$ cat src/rtl/rgb_fade_ctrl.sv
// RGB LED colour controller: accepts colour/fade commands, ramps each channel
// linearly toward its target, and drives one registered PWM bit per channel.
module rgb_fade_ctrl #(
  parameter int PWM_BITS = 8,
  parameter int STEP_W   = 16
) (
  input  logic                clk,
  input  logic                rst,
  input  logic                cmd_valid,
  output logic                cmd_ready,
  input  logic [PWM_BITS-1:0] cmd_r,
  input  logic [PWM_BITS-1:0] cmd_g,
  input  logic [PWM_BITS-1:0] cmd_b,
  input  logic [STEP_W-1:0]   cmd_step,
  input  logic                abort,
  output logic                busy,
  output logic [PWM_BITS-1:0] cur_r,
  output logic [PWM_BITS-1:0] cur_g,
  output logic [PWM_BITS-1:0] cur_b,
  output logic                pwm_r,
  output logic                pwm_g,
  output logic                pwm_b
);

  typedef enum logic {IDLE, FADE} state_t;

  state_t                         state_reg, state_next;
  logic [2:0][PWM_BITS-1:0]       cur_reg, cur_next;
  logic [2:0][PWM_BITS-1:0]       tgt_reg, tgt_next;
  logic [2:0][PWM_BITS-1:0]       stepped;
  logic [2:0][PWM_BITS-1:0]       cmd_vec;
  logic [STEP_W-1:0]              step_reg, step_next;
  logic [STEP_W-1:0]              presc_reg, presc_next;
  logic [PWM_BITS-1:0]            pwm_cnt_reg;
  logic [2:0]                     pwm_reg;

  assign cmd_vec   = {cmd_b, cmd_g, cmd_r};
  assign cmd_ready = (state_reg == IDLE) && !abort && !rst;
  assign busy      = (state_reg == FADE);

  // Channels move one LSB toward their target, so they can never wrap.
  for (genvar gi = 0; gi < 3; gi++) begin : g_chan
    assign stepped[gi] = (cur_reg[gi] < tgt_reg[gi]) ? cur_reg[gi] + 1'b1 :
                         (cur_reg[gi] > tgt_reg[gi]) ? cur_reg[gi] - 1'b1 :
                                                       cur_reg[gi];

    always_ff @(posedge clk) begin
      if (rst) begin
        pwm_reg[gi] <= 1'b0;
      end else begin
        pwm_reg[gi] <= (pwm_cnt_reg < cur_reg[gi]);
      end
    end
  end

  always_comb begin
    state_next = state_reg;
    cur_next   = cur_reg;
    tgt_next   = tgt_reg;
    step_next  = step_reg;
    presc_next = presc_reg;
    case (state_reg)
      IDLE: begin
        if (cmd_valid && cmd_ready) begin
          if (cmd_step == '0) begin
            cur_next = cmd_vec;
          end else begin
            tgt_next   = cmd_vec;
            step_next  = cmd_step;
            presc_next = '0;
            state_next = FADE;
          end
        end
      end
      FADE: begin
        // Abort wins over a due step: intensities freeze at their pre-edge value.
        if (abort) begin
          state_next = IDLE;
        end else if (presc_reg == step_reg - 1'b1) begin
          presc_next = '0;
          cur_next   = stepped;
          if (stepped == tgt_reg) begin
            state_next = IDLE;
          end
        end else begin
          presc_next = presc_reg + 1'b1;
        end
      end
      default: state_next = IDLE;
    endcase
  end

  always_ff @(posedge clk) begin
    if (rst) begin
      state_reg   <= IDLE;
      cur_reg     <= '0;
      tgt_reg     <= '0;
      step_reg    <= '0;
      presc_reg   <= '0;
      pwm_cnt_reg <= '0;
    end else begin
      state_reg   <= state_next;
      cur_reg     <= cur_next;
      tgt_reg     <= tgt_next;
      step_reg    <= step_next;
      presc_reg   <= presc_next;
      pwm_cnt_reg <= pwm_cnt_reg + 1'b1;
    end
  end

  assign cur_r = cur_reg[0];
  assign cur_g = cur_reg[1];
  assign cur_b = cur_reg[2];
  assign pwm_r = pwm_reg[0];
  assign pwm_g = pwm_reg[1];
  assign pwm_b = pwm_reg[2];

endmodule

$ cat config.mk
export PLATFORM = sky130hd
export DESIGN_NAME = rgb_fade_ctrl
export DESIGN_NICKNAME = d
export VERILOG_FILES = /design/src/rtl/rgb_fade_ctrl.sv
export SDC_FILE = /design/constraint.sdc
export NUM_CORES = 1
export LEC_CHECK = 0
export CAP_MARGIN = 10
export CORE_ASPECT_RATIO = 0.75
export CORE_MARGIN = 5
export CORE_UTILIZATION = 30
export CTS_BUF_LIST = sky130_fd_sc_hd__clkbuf_4
export DETAILED_ROUTE_END_ITERATION = 8
export MAX_ROUTING_LAYER = met4
export PLACE_DENSITY = 0.51
export SLEW_MARGIN = 20
export SYNTH_ARGS = -nofsm -noshare
export SYNTH_HDL_FRONTEND = slang
export SYNTH_SLANG_ARGS = --single-unit
$ cat constraint.sdc
create_clock -name clk -period 3.2 [get_ports clk]
set_input_delay 0.64 -clock clk [delete_from_list [all_inputs] [get_ports clk]]
set_output_delay 0.64 -clock clk [all_outputs]
set_load 0.03 [all_outputs]
==> reports/metrics.cfg <==
[critical_path]
cp.arrival_ns = 3.66
max_stage_delay_ns = 0.51
path_class = flip-flop to flip-flop
cp_slowest_cell = or4b_4
crit_fanout = 10
crit_chain = inv_2 -> ha_4 -> or4b_4 -> or4b_4 -> a211oi_2 -> o32ai_2 -> a2111oi_4 -> o21ai_4 -> buf_4 -> or2_0 -> a21oi_1
cp-start-kind = flip-flop
worst-path-buf-inv = 2
path_common_cell = or4b_4
reg2regPathDepth = 11
crit_family = simple AND/OR/NAND/NOR gates
endpoint_kind = flip-flop
path_depth = 11
required_ns = 3.64

[logic_synthesis]
syn_inst = 910
synth_edf_count = 0
yosys_warnings = 0
async_flop_share_pct = 0
synth_area_sq_um = 7030
synth_flop_cell = dfxtp_1
syn_nets = 1008
synth-seq-area-share_pct = 26.2
yosysUniqueCellTypes = 70
avgSynthCellArea_sq_um = 7.72
ys_ff_latch = 92

[power_and_ir_drop]
p_int_mw = 1.82
p_sw_mw = 1.12
leakagePower_nw = 3.32
power_density_nw_per_um2 = 331
comb_power_share_pct = 37.5
clkPwrFrac_pct = 21.4
ir_drop_uv = 160
seq_power_share_pct = 41.1
swShare_pct = 38.2

[placed_design]
port_buffers = 72
dpl.hpwl_um = 16600
dpl_cell_area_sq_um = 8560
dp_cells = 1316
place.gp.congestion = 0.878

[floorplanning]
io-pin-count = 73
die_w_um = 187
die-area_sq_um = 26600
core-area_sq_um = 23100
rows = 48
die_h_um = 143
start_util_pct = 30.5

[timing]
setup_slack_ns = -0.0241
timing.final.crit_share_pct = 101
fmax_mhz = 310
fin_setup_tns_ns = -0.0350
worstMarginPinSlew_ns = 1.01
holdWs_ns = 0.466
setup_viol = 3
rsz0062_at_grt = true
slew_violations = 0
hold_viol = 0
slew_headroom_pct = 32.5
fin_skew_ns = 0.0328
period_minus_slack_ns = 3.22

[layout]
multiInputGateArea_sq_um = 4920
fillers = 2414
seq_area_sq_um = 1850
fin_area_sq_um = 8900
nNetsFinal = 1129
drive_above_1_share_pct = 15.6
area_growth_syn_to_layout_pct = 26.6
layout_commonest_cell = nand2_1
final_cell_mix = 112 x nand2_1, 89 x dfxtp_1, 78 x a21oi_1, 77 x buf_4, 73 x nor2_1
largest_reg_flops = 24
finish.utilization_pct = 38.6
num_antenna_cells = 0
fin_cells = 1336

[clocking]
tritoncts = done
cts.clk_slew.worst_paths_ns = 0.16
htreeDepth = 3
clk_latency_ns = 0.51
holdBufCountCts = 0
cts_buffer_depth = 2
cts-root-buf = clkbuf_4
numCtsBuffers = 9
clock-sinks = 92

[global_route]
grt_pass1_wl_um = 35300
grt_usage_pct = 17.0
overflow = 0
antenna_found_initial = 0
grt_pass1_vias = 6392
grt_max_degree = 75

[detailed_routing]
drt.antenna.violating_nets = 0
vias = 6916
drc = 0
wirelength_um = 22800
dr.pass1.iters = 5
vias_per_cell = 5.18
drt_iter0_drc = 443
wl_per_cell_um = 17.0

[status]
violations = setup timing
status = complete, but fails checks

[job]
maxCapViolations = 0

[min_path]
hp-class = flip-flop to flip-flop
holdPathStages = 2

-- worst paths after layout --
check | from | endpoint | slack, ns
worst min register to register | tgt_reg[9]$_SDFFE_PP0P_ | tgt_reg[9]$_SDFFE_PP0P_ | 0.47
worst min-delay path | tgt_reg[9]$_SDFFE_PP0P_ | tgt_reg[9]$_SDFFE_PP0P_ | 0.47
worst max register to register | step_reg[1]$_SDFFE_PP0P_ | cur_b[7]$_SDFFE_PP0P_ | -0.02
worst max-delay path | step_reg[1]$_SDFFE_PP0P_ | cur_b[7]$_SDFFE_PP0P_ | -0.02
-- cell usage after synthesis (3+ instances only) --
| cell | number | area, sq um |
|---|---|---|
| o21ai_0 | 20 | 100 |
| clkbuf_1 | 36 | 135 |
| xor2_1 | 28 | 245 |
| a211oi_2 | 3 | 37.5 |
| buf_1 | 3 | 11.3 |
| a21oi_1 | 80 | 400 |
| a31oi_1 | 17 | 106 |
| or2_2 | 3 | 18.8 |
| nor3_1 | 33 | 165 |
| dfxtp_1 | 92 | 1840 |
| o211ai_1 | 10 | 75.1 |
| o32ai_1 | 3 | 26.3 |
| nor2_1 | 74 | 278 |
| xnor2_1 | 48 | 420 |
| o32ai_2 | 12 | 195 |
| a21oi_2 | 11 | 96.3 |
| nand2_1 | 112 | 420 |
| a21o_1 | 12 | 90.1 |
| nor4_1 | 10 | 62.6 |
| o21ai_1 | 9 | 45.0 |
| or4_1 | 5 | 37.5 |
| or4b_1 | 3 | 30.0 |
| and3_1 | 11 | 68.8 |
| a21boi_1 | 3 | 22.5 |
| nor2b_1 | 28 | 175 |
| nand3_1 | 27 | 135 |
| or3_1 | 4 | 25.0 |
| or2_0 | 6 | 37.5 |
| o22ai_1 | 3 | 18.8 |
| nand2b_1 | 9 | 56.3 |
| buf_6 | 5 | 56.3 |
| inv_1 | 54 | 203 |
| mux2i_1 | 3 | 30.0 |
| ha_1 | 54 | 676 |
| and4_1 | 5 | 43.8 |
| o21a_1 | 4 | 30.0 |
| o31ai_1 | 3 | 22.5 |
| nand4_1 | 13 | 81.3 |
| o2111ai_1 | 4 | 35.0 |
| a211oi_1 | 10 | 75.1 |
-- metal layers --
layer	GRT usage (%)	routed length, um
met4	4.12	416
met5	-	0
met3	3.29	1180
met2	23.3	8950
met1	25.4	12200
-- timing repair --
item | CTS | global route
pin swaps | 0 | 20
buffers inserted | 0 | 1
endpoints found under the setup margin | 1 | 40
cloned | 0 | 3
resized for setup | 1 | 27
-- area by class of cell --
cell class | instances | area share [%]
inverter | 57 | 2.40
clock inverter | 7 | 0.562
multi-input combinational | 716 | 55.3
timing repair buffer | 155 | 16.1
sequential | 92 | 20.7
tap | 300 | 4.22
clock buffer | 9 | 0.759
-- power groups by stage --
stage | registers [mW] | clock network [mW] | logic [mW]
after detailed placement | 1.23 | 0 | 1.04
after global routing | 1.21 | 0.707 | 1.20
final | 1.21 | 0.631 | 1.10
after CTS | 1.21 | 0.664 | 1.06
after floorplan | 1.25 | 0 | 0.619
after global placement | 1.23 | 0 | 1.05
-- tightest hold or removal path, stage by stage (launching register included) --
cell	delay, ns
dfxtp_1	0.34
nand2_1	0.05
a21oi_1	0.05
-- kinds of logic (layout without fill, tap and decap cells) --
logic type | Yosys count | in the layout | synth area share (%)
AOI/OAI and AO/OA | 229 | 229 | 23.5
xor gates and xnor gates | 76 | 76 | 9.47
adders and majority gates | 54 | 54 | 9.62
buffers and inverters | 102 | 228 | 6.04
DFF | 92 | 92 | 26.2
muxes | 4 | 4 | 0.588
and+or+nand+nor | 353 | 353 | 24.6
-- through the flow --
step	total power [mW]	setup WS, ns
2_1_floorplan	1.87	0.0787
3_3_place_gp	2.28	0.0661
3_5_place_dp	2.28	-0.00807
4_1_cts	2.93	0.0136
5_1_grt	3.12	-0.167
6_report	2.94	-0.0241
Power figures use the tool's default switching activity.
